<file path="config.mk">
export PLATFORM = sky130hd
export DESIGN_NAME = trap_sequencer_flat
export DESIGN_NICKNAME = d
export VERILOG_FILES = /design/src/rtl/trap_pkg.sv /design/src/rtl/trap_sequencer_if.sv /design/src/rtl/trap_pending.sv /design/src/rtl/trap_sequencer.sv /design/src/flat_wrapper.sv
export SDC_FILE = /design/constraint.sdc
export NUM_CORES = 1
export LEC_CHECK = 0
export CAP_MARGIN = 20
export CORE_ASPECT_RATIO = 2
export CORE_UTILIZATION = 46
export DETAILED_ROUTE_END_ITERATION = 7
export PLACE_DENSITY = 0.92
export SETUP_SLACK_MARGIN = 0.1
export SLEW_MARGIN = 20
export SYNTH_ARGS = -nofsm -noshare
export SYNTH_HDL_FRONTEND = slang
export SYNTH_SLANG_ARGS = --single-unit
</file>
<file path="constraint.sdc">
create_clock -name clk -period 3.3 [get_ports clk]
set_input_delay 0.33 -clock clk [delete_from_list [all_inputs] [get_ports clk]]
set_output_delay 0.33 -clock clk [all_outputs]
set_load 0.02 [all_outputs]
</file>
<file path="src/rtl/trap_pkg.sv">
// Shared types and constants for the trap sequencer: FSM state and trap-source
// encodings, ISR entry addresses and the register numbers used by injected loads.
package trap_pkg;

  typedef enum logic [2:0] {
    IDLE   = 3'd0,
    DRAIN  = 3'd1,
    SAVE   = 3'd2,
    KIDR   = 3'd3,
    BRANCH = 3'd4,
    ISR    = 3'd5
  } state_e;

  // Source value doubles as the bit index into the pending vector
  typedef enum logic [1:0] {
    SRC_KBD  = 2'd0,
    SRC_TICK = 2'd1,
    SRC_SOV  = 2'd2
  } src_e;

  localparam logic [31:0] ISR_ADDR_KBD  = 32'h0000_03FE;
  localparam logic [31:0] ISR_ADDR_TICK = 32'h0000_03FD;
  localparam logic [31:0] ISR_ADDR_SOV  = 32'h0000_03FF;

  localparam int EPC_REG = 30;
  localparam int IDR_REG = 28;

endpackage

</file>
<file path="src/rtl/trap_sequencer_if.sv">
// Fetch-stage side of the trap sequencer: stall/rti/PC coming in, NOP-injection,
// load-injection and ISR-branch controls plus saved EPC going out.
interface trap_sequencer_if;
  logic        stall;
  logic        rti;
  logic [31:0] PC_curr;
  logic        keyboard_hazard;
  logic        game_tick_hazard;
  logic        stack_overflow_hazard;
  logic        ld_epc;
  logic        ld_idr;
  logic        branch_to_keyboard_ISR;
  logic        branch_to_gametick_ISR;
  logic        branch_to_stackoverflow_ISR;
  logic [31:0] EPC;
  logic        in_isr;

  modport master (
    input  stall, rti, PC_curr,
    output keyboard_hazard, game_tick_hazard, stack_overflow_hazard,
           ld_epc, ld_idr,
           branch_to_keyboard_ISR, branch_to_gametick_ISR, branch_to_stackoverflow_ISR,
           EPC, in_isr
  );

  modport slave (
    output stall, rti, PC_curr,
    input  keyboard_hazard, game_tick_hazard, stack_overflow_hazard,
           ld_epc, ld_idr,
           branch_to_keyboard_ISR, branch_to_gametick_ISR, branch_to_stackoverflow_ISR,
           EPC, in_isr
  );
endinterface

</file>
<file path="src/rtl/trap_pending.sv">
// Pending-request latches for the three trap sources, sticky keyboard overrun flag
// and fixed-priority winner selection (overflow > tick > keyboard).
module trap_pending
  import trap_pkg::*;
(
  input  logic clk,
  input  logic rst_n,
  input  logic kbd_valid,
  input  logic game_tick,
  input  logic stack_overflow,
  input  logic clr,
  input  src_e clr_src,
  output logic req,
  output src_e src,
  output logic kbd_pend,
  output logic kbd_overrun
);

  logic [2:0] event_vec;
  logic [2:0] pend_reg;
  logic       overrun_reg;

  assign event_vec = {stack_overflow, game_tick, kbd_valid};

  // A fresh pulse wins over the clear so an event landing on the take cycle is kept
  generate
    for (genvar gi = 0; gi < 3; gi++) begin : g_pend
      always_ff @(posedge clk) begin
        if (!rst_n) begin
          pend_reg[gi] <= 1'b0;
        end else if (event_vec[gi]) begin
          pend_reg[gi] <= 1'b1;
        end else if (clr && (clr_src == src_e'(2'(gi)))) begin
          pend_reg[gi] <= 1'b0;
        end
      end
    end
  endgenerate

  always_ff @(posedge clk) begin
    if (!rst_n) begin
      overrun_reg <= 1'b0;
    end else if (kbd_valid && pend_reg[0]) begin
      overrun_reg <= 1'b1;
    end
  end

  always_comb begin
    src = SRC_KBD;
    if (pend_reg[2]) begin
      src = SRC_SOV;
    end else if (pend_reg[1]) begin
      src = SRC_TICK;
    end
  end

  assign req         = |pend_reg;
  assign kbd_pend    = pend_reg[0];
  assign kbd_overrun = overrun_reg;

endmodule

</file>
<file path="src/rtl/trap_sequencer.sv">
// Trap sequencer FSM: drains the pipeline, injects EPC/IDR loads and branches to the ISR.
// Define TRAP_CNT_EN to add saturating per-source trap counters.
module trap_sequencer
  import trap_pkg::*;
#(
  parameter int DRAIN_CYCLES = 3
) (
  input  logic                    clk,
  input  logic                    rst_n,
  input  logic                    kbd_valid,
  input  logic [7:0]              kbd_data,
  input  logic                    game_tick,
  input  logic                    stack_overflow,
  input  logic                    int_en,
  trap_sequencer_if.master        fetch,
  output logic [7:0]              idr_data,
  output logic                    kbd_overrun
`ifdef TRAP_CNT_EN
  ,
  output logic [15:0]             trap_cnt_kbd,
  output logic [15:0]             trap_cnt_tick,
  output logic [15:0]             trap_cnt_sov
`endif
);

  localparam logic [2:0] S_IDLE   = IDLE;
  localparam logic [2:0] S_DRAIN  = DRAIN;
  localparam logic [2:0] S_SAVE   = SAVE;
  localparam logic [2:0] S_KIDR   = KIDR;
  localparam logic [2:0] S_BRANCH = BRANCH;
  localparam logic [2:0] S_ISR    = ISR;

  localparam logic [2:0] DRAIN_LAST = 3'(DRAIN_CYCLES - 1);

  logic [2:0]  state_reg, state_next;
  logic [2:0]  cnt_reg, cnt_next;
  src_e        src_reg;
  logic [31:0] epc_reg;
  logic [7:0]  idr_reg;
  logic        req;
  src_e        win_src;
  logic        kbd_pend;
  logic        take;
  logic        seq_active;

  trap_pending u_pending (
    .clk            (clk),
    .rst_n          (rst_n),
    .kbd_valid      (kbd_valid),
    .game_tick      (game_tick),
    .stack_overflow (stack_overflow),
    .clr            (take),
    .clr_src        (win_src),
    .req            (req),
    .src            (win_src),
    .kbd_pend       (kbd_pend),
    .kbd_overrun    (kbd_overrun)
  );

  assign take = (state_reg == S_IDLE) && req && int_en && !fetch.stall;

  always_comb begin
    state_next = state_reg;
    cnt_next   = cnt_reg;
    if (!fetch.stall) begin
      case (state_reg)
        S_IDLE:   if (take) begin
                    state_next = S_DRAIN;
                    cnt_next   = 3'd0;
                  end
        S_DRAIN:  if (cnt_reg == DRAIN_LAST) state_next = S_SAVE;
                  else                       cnt_next   = cnt_reg + 3'd1;
        S_SAVE:   state_next = (src_reg == SRC_KBD) ? S_KIDR : S_BRANCH;
        S_KIDR:   state_next = S_BRANCH;
        S_BRANCH: state_next = S_ISR;
        S_ISR:    if (fetch.rti) state_next = S_IDLE;
        default:  state_next = S_IDLE;
      endcase
    end
  end

  always_ff @(posedge clk) begin
    if (!rst_n) begin
      state_reg <= S_IDLE;
      cnt_reg   <= 3'd0;
      src_reg   <= SRC_KBD;
      epc_reg   <= 32'd0;
      idr_reg   <= 8'd0;
    end else begin
      state_reg <= state_next;
      cnt_reg   <= cnt_next;
      if (take) begin
        epc_reg <= fetch.PC_curr;
        src_reg <= win_src;
      end
      // An unconsumed byte is preserved; the newer one only raises overrun
      if (kbd_valid && !kbd_pend) begin
        idr_reg <= kbd_data;
      end
    end
  end

  assign seq_active = state_reg inside {S_DRAIN, S_SAVE, S_KIDR, S_BRANCH};

  assign fetch.keyboard_hazard             = seq_active && (src_reg == SRC_KBD);
  assign fetch.game_tick_hazard            = seq_active && (src_reg == SRC_TICK);
  assign fetch.stack_overflow_hazard       = seq_active && (src_reg == SRC_SOV);
  assign fetch.ld_epc                      = (state_reg == S_SAVE);
  assign fetch.ld_idr                      = (state_reg == S_KIDR);
  assign fetch.branch_to_keyboard_ISR      = (state_reg == S_BRANCH) && (src_reg == SRC_KBD);
  assign fetch.branch_to_gametick_ISR      = (state_reg == S_BRANCH) && (src_reg == SRC_TICK);
  assign fetch.branch_to_stackoverflow_ISR = (state_reg == S_BRANCH) && (src_reg == SRC_SOV);
  assign fetch.in_isr                      = (state_reg == S_ISR);
  assign fetch.EPC                         = epc_reg;
  assign idr_data                          = idr_reg;

`ifdef TRAP_CNT_EN
  logic [15:0] trap_cnt_reg [3];

  generate
    for (genvar gi = 0; gi < 3; gi++) begin : g_cnt
      always_ff @(posedge clk) begin
        if (!rst_n) begin
          trap_cnt_reg[gi] <= 16'd0;
        end else if ((state_reg == S_BRANCH) && !fetch.stall &&
                     (src_reg == src_e'(2'(gi))) && (trap_cnt_reg[gi] != 16'hFFFF)) begin
          trap_cnt_reg[gi] <= trap_cnt_reg[gi] + 16'd1;
        end
      end
    end
  endgenerate

  assign trap_cnt_kbd  = trap_cnt_reg[0];
  assign trap_cnt_tick = trap_cnt_reg[1];
  assign trap_cnt_sov  = trap_cnt_reg[2];
`endif

endmodule

</file>
<file path="src/flat_wrapper.sv">
// flat-port wrapper written by rule: the top's interface ports become plain ports
module trap_sequencer_flat import trap_pkg::*;
#(
  parameter int DRAIN_CYCLES = 3
)
  (clk, rst_n, kbd_valid, kbd_data, game_tick, stack_overflow, int_en, idr_data, kbd_overrun, fetch_stall, fetch_rti, fetch_PC_curr, fetch_keyboard_hazard, fetch_game_tick_hazard, fetch_stack_overflow_hazard, fetch_ld_epc, fetch_ld_idr, fetch_branch_to_keyboard_ISR, fetch_branch_to_gametick_ISR, fetch_branch_to_stackoverflow_ISR, fetch_EPC, fetch_in_isr);
  trap_sequencer_if fetch_i ();
  input  logic clk;
  input  logic rst_n;
  input  logic kbd_valid;
  input  logic [7:0] kbd_data;
  input  logic game_tick;
  input  logic stack_overflow;
  input  logic int_en;
  output logic [7:0] idr_data;
  output logic kbd_overrun;
  input wire logic [$bits(fetch_i.stall)-1:0] fetch_stall;
  input wire logic [$bits(fetch_i.rti)-1:0] fetch_rti;
  input wire logic [$bits(fetch_i.PC_curr)-1:0] fetch_PC_curr;
  output wire logic [$bits(fetch_i.keyboard_hazard)-1:0] fetch_keyboard_hazard;
  output wire logic [$bits(fetch_i.game_tick_hazard)-1:0] fetch_game_tick_hazard;
  output wire logic [$bits(fetch_i.stack_overflow_hazard)-1:0] fetch_stack_overflow_hazard;
  output wire logic [$bits(fetch_i.ld_epc)-1:0] fetch_ld_epc;
  output wire logic [$bits(fetch_i.ld_idr)-1:0] fetch_ld_idr;
  output wire logic [$bits(fetch_i.branch_to_keyboard_ISR)-1:0] fetch_branch_to_keyboard_ISR;
  output wire logic [$bits(fetch_i.branch_to_gametick_ISR)-1:0] fetch_branch_to_gametick_ISR;
  output wire logic [$bits(fetch_i.branch_to_stackoverflow_ISR)-1:0] fetch_branch_to_stackoverflow_ISR;
  output wire logic [$bits(fetch_i.EPC)-1:0] fetch_EPC;
  output wire logic [$bits(fetch_i.in_isr)-1:0] fetch_in_isr;
  assign fetch_i.stall = fetch_stall;
  assign fetch_i.rti = fetch_rti;
  assign fetch_i.PC_curr = fetch_PC_curr;
  assign fetch_keyboard_hazard = fetch_i.keyboard_hazard;
  assign fetch_game_tick_hazard = fetch_i.game_tick_hazard;
  assign fetch_stack_overflow_hazard = fetch_i.stack_overflow_hazard;
  assign fetch_ld_epc = fetch_i.ld_epc;
  assign fetch_ld_idr = fetch_i.ld_idr;
  assign fetch_branch_to_keyboard_ISR = fetch_i.branch_to_keyboard_ISR;
  assign fetch_branch_to_gametick_ISR = fetch_i.branch_to_gametick_ISR;
  assign fetch_branch_to_stackoverflow_ISR = fetch_i.branch_to_stackoverflow_ISR;
  assign fetch_EPC = fetch_i.EPC;
  assign fetch_in_isr = fetch_i.in_isr;
  trap_sequencer #(.DRAIN_CYCLES(DRAIN_CYCLES)) u_core (.clk(clk), .rst_n(rst_n), .kbd_valid(kbd_valid), .kbd_data(kbd_data), .game_tick(game_tick), .stack_overflow(stack_overflow), .int_en(int_en), .fetch(fetch_i), .idr_data(idr_data), .kbd_overrun(kbd_overrun));
endmodule
</file>
==> results of run 1 <==
## through the flow
step / cells / utilization (%) / instance area [sq um]
2_1_floorplan: 257 / - / 2340
3_3_place_gp: 396 / 67.4 / 3280
3_5_place_dp: 396 / 67.4 / 3280
4_1_cts: 404 / 69.4 / 3380
5_1_grt: 404 / 69.4 / 3380
6_report: 404 / 69.4 / 3380
## where the power goes
part | internal [uW] | switching (uW)
logic | 144 | 120
registers | 660 | 24.4
clock network | 156 | 227
## layout make-up
type,count,area [sq um]
fillers,382,1490
multi-input cells,185,1170
flip-flops and latches,52,1040
repair buffers,100,988
well taps,57,71.3
clock buffers,5,68.8
clock inverters,3,27.5
inverters,2,7.51
## layout by cell type, fill, tap and decap left out, types with 2 or more instances in the layout
| cell type | count |
|---|---|
| a21oi_1 | 4 |
| o21a_1 | 2 |
| nor2b_1 | 10 |
| nor3b_1 | 4 |
| clkdlybuf4s50_1 | 96 |
| nor2_1 | 9 |
| clkbuf_8 | 5 |
| o21ai_0 | 4 |
| nand3_1 | 2 |
| nor3_1 | 5 |
| buf_4 | 3 |
| ha_1 | 2 |
| nand2_1 | 74 |
| inv_1 | 2 |
| nand2b_1 | 5 |
| mux2i_1 | 44 |
| dfxtp_1 | 52 |
| nand3b_1 | 2 |
## worst paths after layout
kind,start,slack [ps],cells past startpoint,endpoint
worst max-delay path,u_core.state_reg[1]$_SDFFE_PN0P_,950,4,fetch_keyboard_hazard
worst max register to register,u_core.state_reg[1]$_SDFFE_PN0P_,1500,4,u_core.fetch.EPC[3]$_SDFFE_PN0P_
worst min register to register,u_core.fetch.EPC[24]$_SDFFE_PN0P_,460,2,u_core.fetch.EPC[24]$_SDFFE_PN0P_
worst min-delay path,u_core.fetch.EPC[24]$_SDFFE_PN0P_,460,2,u_core.fetch.EPC[24]$_SDFFE_PN0P_
## layer usage
| layer | track usage [%] | share of wire (%) | vias up |
|---|---|---|---|
| li1 | - | - | 1034 |
| met4 | 10.5 | 3.3 | 0 |
| met3 | 3.83 | 4.2 | 13 |
| met5 | 0 | 0 | - |
| met2 | 39.3 | 55 | 68 |
| met1 | 18.9 | 37 | 941 |
## worst register-to-register path, stage by stage (launching register included)
cell	delay (ps)
dfxtp_1	470
or3_4	480
nor3_4	200
buf_4	320
mux2i_1	260
## cells by family (layout without fill, tap and decap cells)
family / Yosys count / count (layout) / synth area share [%]
xor+xnor: 1 / 1 / 0.374
compound gates: 18 / 18 / 5.23
fa+ha+maj: 2 / 2 / 1.07
flops: 52 / 52 / 44.4
buf+inv: 20 / 110 / 5.92
simple gates: 120 / 120 / 24.2
mux: 44 / 44 / 18.8
==> metrics.md, run 1 <==
| Metric | Value |
|---|---|
| Status | `complete, no violations` |
| Ranking of synthesized cells by area | `dfxtp_1 44%, mux2i_1 19%, nand2_1 12%, nor2b_1 2.7%, buf_12 2.6%` |
| Drt wl/cell | `13.3 um` |
| WHS | `about 460 ps` |
| Critical path's top delay family | `flip-flops` |
| Vias in the first global route | `1994` |
| Number of diodes | `0` |
| Synth warn | `0` |
| GRT Total Usage | `a little over 20%` |
| Post-Syn Nets | `307` |
| Fmax | `426 MHz` |
| Largest net degree at the start of global routing | `53` |
| Crit path max-delay cell type | `dfxtp_1` |
| First-pass DRT Iterations | `4` |
| Count leader, synth | `nand2_1` |
| Max Slew Vio Count | `0` |
| Max-cap violations | `0` |
| Relative slew slack | `42.0%` |
| Critical path's largest stage delay | `630 ps` |
| Mapped cell area | `0.00234 sq mm` |
| Max IR drop VDD | `0.000442 V` |
| WS Path Type | `register to output pin` |
| Worst Setup Start Kind | `register` |
| Most used flip-flop cell after synthesis | `dfxtp_1` |
| RSZ-0062 raised after global routing | `no` |
| Initial antenna violation count | `0` |
| Starting density of the core | `between 40% and 50%` |
| Yosys top cell area share | `approximately 44%` |
| Clk slew on worst S/H paths | `100 ps` |
| Period utilisation layout | `71.2%` |
| Power after layout | `1330 uW` |
| DRT iter0 DRCs | `33` |
| Core Region | `0.00486 sq mm` |
| Detailed-placement wirelength estimate | `3.96 mm` |
| Post-cts sizing count | `0` |
| Gpl congestion | `0.843` |
| # rows | `36` |
| Vias/cell | `5.09` |
| Worst-Margin Slew | `868 ps` |
| Cell count after synthesis | `257` |
| GRT overflow | `0` |
| Placement Setup Slack | `about 1200 ps` |
| First-pass GRT wire length | `8.27 mm` |
| FFs w/ async S/R, synth | `0%` |
| Crit path time final | `2350 ps` |
| WL final | `5.37 mm` |
| Layout cells sized above 1 | `4.90%` |
| Synth-to-layout area growth | `44.0%` |
| Die Width | `52.5 um` |
| PD cells | `394 mW/mm^2` |
| Crit path cell chain | `nor2_1, xnor2_1, nor3_1, clkdlybuf4s50_1` |
| # nets final | `396` |
| Io pins | `98` |
| CP bufs+invs | `1` |
| DIE AREA | `0.00540 sq mm` |
| Register area share after synthesis | `44.4%` |
| Die H | `about 100 um` |
| IO buf count | `97` |
| CP endpoint kind | `output pin` |
| Synth Area per Inst | `9.12 sq um` |
| TritonCTS buffer count | `5` |
| Worst clock skew | `3.40 ps` |
| Final WS setup | `~950 ps` |
| Leak | `0.00123 uW` |
| HP Class | `register to register` |
| Worst Path Required | `2970 ps` |
| Antenna Nets Post-Route | `0` |
| Setup TNS | `0 ps` |
| Post-synth top cells | `74 x nand2_1, 52 x dfxtp_1, 44 x mux2i_1, 13 x clkbuf_1, 10 x nor2b_1` |
| Post-CTS setup buffer count | `0` |
| CTS root buffer | `clkbuf_8` |
| TritonCTS clock tree | `built` |
| WP data arrival | `between 2000 and 2500 ps` |
| EDFF count, synth | `0` |
| Max FFs per register | `32` |
| Final Setup Violations | `0` |
| DRC viols | `0` |
| CTS HTree Levels | `2` |
| CTS Buffer Depth | `2` |
| DR vias | `2056` |
| # hold bufs at CTS | `0` |
| Later-pin clock latency in the skew report | `~310 ps` |
| Biggest area consumer among synthesized cells | `dfxtp_1` |
| Crit path max fanout | `16` |
| Yosys reg bits | `52` |
| Final Hold Viols | `0` |
| Synth cell types | `36` |
| CTS sink cnt | `52` |
Note: power is estimated with default switching activity, not from simulation.
==> run 2: changes to the inputs <==
--- a/config.mk
+++ b/config.mk
@@ -7,9 +7,9 @@
 export LEC_CHECK = 0
 export CAP_MARGIN = 20
 export CORE_ASPECT_RATIO = 2
-export CORE_UTILIZATION = 46
+export CORE_UTILIZATION = 38
 export DETAILED_ROUTE_END_ITERATION = 7
-export PLACE_DENSITY = 0.92
+export PLACE_DENSITY = 0.82
 export SETUP_SLACK_MARGIN = 0.1
 export SLEW_MARGIN = 20
 export SYNTH_ARGS = -nofsm -noshare
==> constraint.sdc (replaced) <==
create_clock -name clk -period 1.9 [get_ports clk]
set_input_delay 0.19 -clock clk [delete_from_list [all_inputs] [get_ports clk]]
set_output_delay 0.19 -clock clk [all_outputs]
set_load 0.02 [all_outputs]
==> metrics.md, run 2 (synthesized netlist as in run 1, its figures left out) <==
| Metric | Value |
|---|---|
| Status | `finished with violations` |
| Failing checks | `design-rule violations` |
| # rows | `40 (+11%)` |
| Io pins | `98 (unchanged)` |
| Sequential cell area | `0.00104 sq mm (unchanged)` |
| Synth-to-layout area growth | `50.7%` |
| Placed cells | `411 (+3.8%)` |
| Crit path launch | `u_core.state_reg[2]$_SDFFE_PN0P_` |
| Period utilisation layout | `91.4%` |
| Vias in the first global route | `2021 (+1.4%)` |
| CTS sink cnt | `52 (unchanged)` |
| Reg2Reg Launch Point | `u_core.state_reg[2]$_SDFFE_PN0P_` |
| Final Setup Violations | `0 (unchanged)` |
| Final Util | `59.3% (-10 points)` |
| GRT Total Usage | `17.4% (-2.9 points)` |
| Leak | `0.00136 uW (+11%)` |
| TritonCTS buffer count | `5 (unchanged)` |
| Detailed-placement wirelength estimate | `4.17 mm (+5.4%)` |
| Largest net degree at the start of global routing | `47 (-11%)` |
| GRT overflow | `0 (unchanged)` |
| Starting density of the core | `39.4% (-8.8 points)` |
| Gpl congestion | `0.784 (-7.0%)` |
| Worst clock skew | `3.06 ps (-0.338 ps)` |
| Fmax | `576 MHz` |
| CTS HTree Levels | `2 (unchanged)` |
| Max FFs per register | `32 (unchanged)` |
| Drt wl/cell | `13.1 um (-1.1%)` |
| Worst R2R Setup Slack | `160 ps (-1340 ps)` |
| Number of diodes | `0 (unchanged)` |
| HP Class | `input port to register` |
| Post-cts sizing count | `9 (+9)` |
| WP data arrival | `1950 ps (-70 ps)` |
| DIE AREA | `0.00651 sq mm (+20%)` |
| Clk slew on worst S/H paths | `70 ps (-30 ps)` |
| Worst hold stages | `2 (unchanged)` |
| Vias/cell | `4.95 (-2.7%)` |
| DRC viols | `6 (+6)` |
| Layout cells sized above 1 | `7.30% (+2.4 points)` |
| Commonest cells after routing, fill and taps aside | `87 x clkdlybuf4s50_1, 74 x nand2_1, 52 x dfxtp_1` |
| Power after layout | `2600 uW (+95%)` |
| Die H | `113 um (+9.8%)` |
| Post-CTS setup buffer count | `0 (unchanged)` |
| # nets final | `405 (+2.3%)` |
| Antenna Nets Post-Route | `0 (unchanged)` |
| Initial antenna violation count | `0 (unchanged)` |
| R2r worst-path depth | `5 (+1)` |
| Die Width | `57.5 um (+9.6%)` |
| Max-cap violations | `0 (unchanged)` |
| Finished Layout Cells | `419 (+3.7%)` |
| Crit path time final | `between 1500 and 2000 ps` |
| Final WS setup | `164 ps (-786 ps)` |
| Core Region | `0.00596 sq mm (+22%)` |
| RSZ-0062 raised after global routing | `no` |
| First-pass DRT Iterations | `8 (+4)` |
| Worst-Margin Slew | `502 ps (-366 ps)` |
| Commonest non-fill, non-tap cell in the layout | `clkdlybuf4s50_1` |
| CTS root buffer | `clkbuf_16` |
| DRT iter0 DRCs | `68 (+110%)` |
| CP endpoint kind | `register` |
| PD cells | `736 mW/mm^2 (+87%)` |
| Relative slew slack | `66.5% (+25 points)` |
| WHS Endpoint | `u_core.u_pending.pend_reg[2]$_SDFFE_PN0P_` |
| First-pass GRT wire length | `8.77 mm (+6.0%)` |
| Worst Setup Start Kind | `register` |
| Reg-to-Reg End | `u_core.fetch.EPC[10]$_SDFFE_PN0P_` |
| Later-pin clock latency in the skew report | `290 ps (-20 ps)` |
| IO buf count | `97 (unchanged)` |
| Max IR drop VDD | `0.000694 V (+57%)` |
| DR vias | `2075 (+0.92%)` |
| Final Hold Viols | `0 (unchanged)` |
| Crit path max fanout | `17 (+1)` |
| TritonCTS clock tree | `built` |
| WL final | `5.50 mm (+2.5%)` |
| Max Slew Vio Count | `0 (unchanged)` |
| WS Path Type | `register to register` |
| # hold bufs at CTS | `0 (unchanged)` |
| Placement Setup Slack | `88.6 ps (-1080 ps)` |
| Hold Startpoint | `rst_n` |
| CTS Buffer Depth | `2 (unchanged)` |
| Worst Path Required | `2110 ps (-860 ps)` |
| Multi-input combinational cell area | `0.00117 sq mm (unchanged)` |
| Setup TNS | `0 ps (unchanged)` |
| Fill cells | `529 (+38%)` |
==> run 2: per-layer routing <==
layer	routed length, um	up-vias	global-route usage, %
li1	-	1051	-
met1	1940	947	16.2
met2	3130	68	34.0
met3	302	9	3.31
met4	127	0	8.78
met5	0	-	0
==> run 2: layout make-up <==
class	count	area share (%)
Clock buffer	6	3.93
Sequential cell	52	29.5
Tap cell	63	2.23
Clock inverter	2	0.390
Inverter	2	0.212
Multi-Input combinational cell	185	33.1
Timing Repair Buffer	109	30.6
==> run 2: worst max path at each step <==
| stage | cells after the start | slack [ps] | to |
|---|---|---|---|
| floorplan | 4 | 340 | fetch_keyboard_hazard |
| global placement | 5 | 130 | u_core.fetch.EPC[23]$_SDFFE_PN0P_ |
| detailed placement | 5 | 90 | u_core.fetch.EPC[1]$_SDFFE_PN0P_ |
| CTS | 5 | 150 | u_core.fetch.EPC[10]$_SDFFE_PN0P_ |
| global route | 5 | 100 | u_core.fetch.EPC[1]$_SDFFE_PN0P_ |
| finish | 5 | 160 | u_core.fetch.EPC[10]$_SDFFE_PN0P_ |
==> run 2: power breakdown <==
part	total, uW	switching, uW	leakage [uW]	internal, uW
logic	487	218	0.000860	269
registers	1180	36.3	0.000424	1150
clock network	930	403	0.0000772	527
==> run 2: critical path: stages (launching register included) <==
cell     delay (ps)
dfxtp_1         310
buf_4           160
or3_4           430
nor3_4          300
buf_12          210
mux2i_1         230
==> run 2: per-stage QoR <==
step | instance area [sq um] | hold WS (ps)
2_1_floorplan | 2340 | 299
3_3_place_gp | 3390 | 442
3_5_place_dp | 3390 | 452
4_1_cts | 3530 | 377
5_1_grt | 3530 | 400
6_report | 3530 | 380
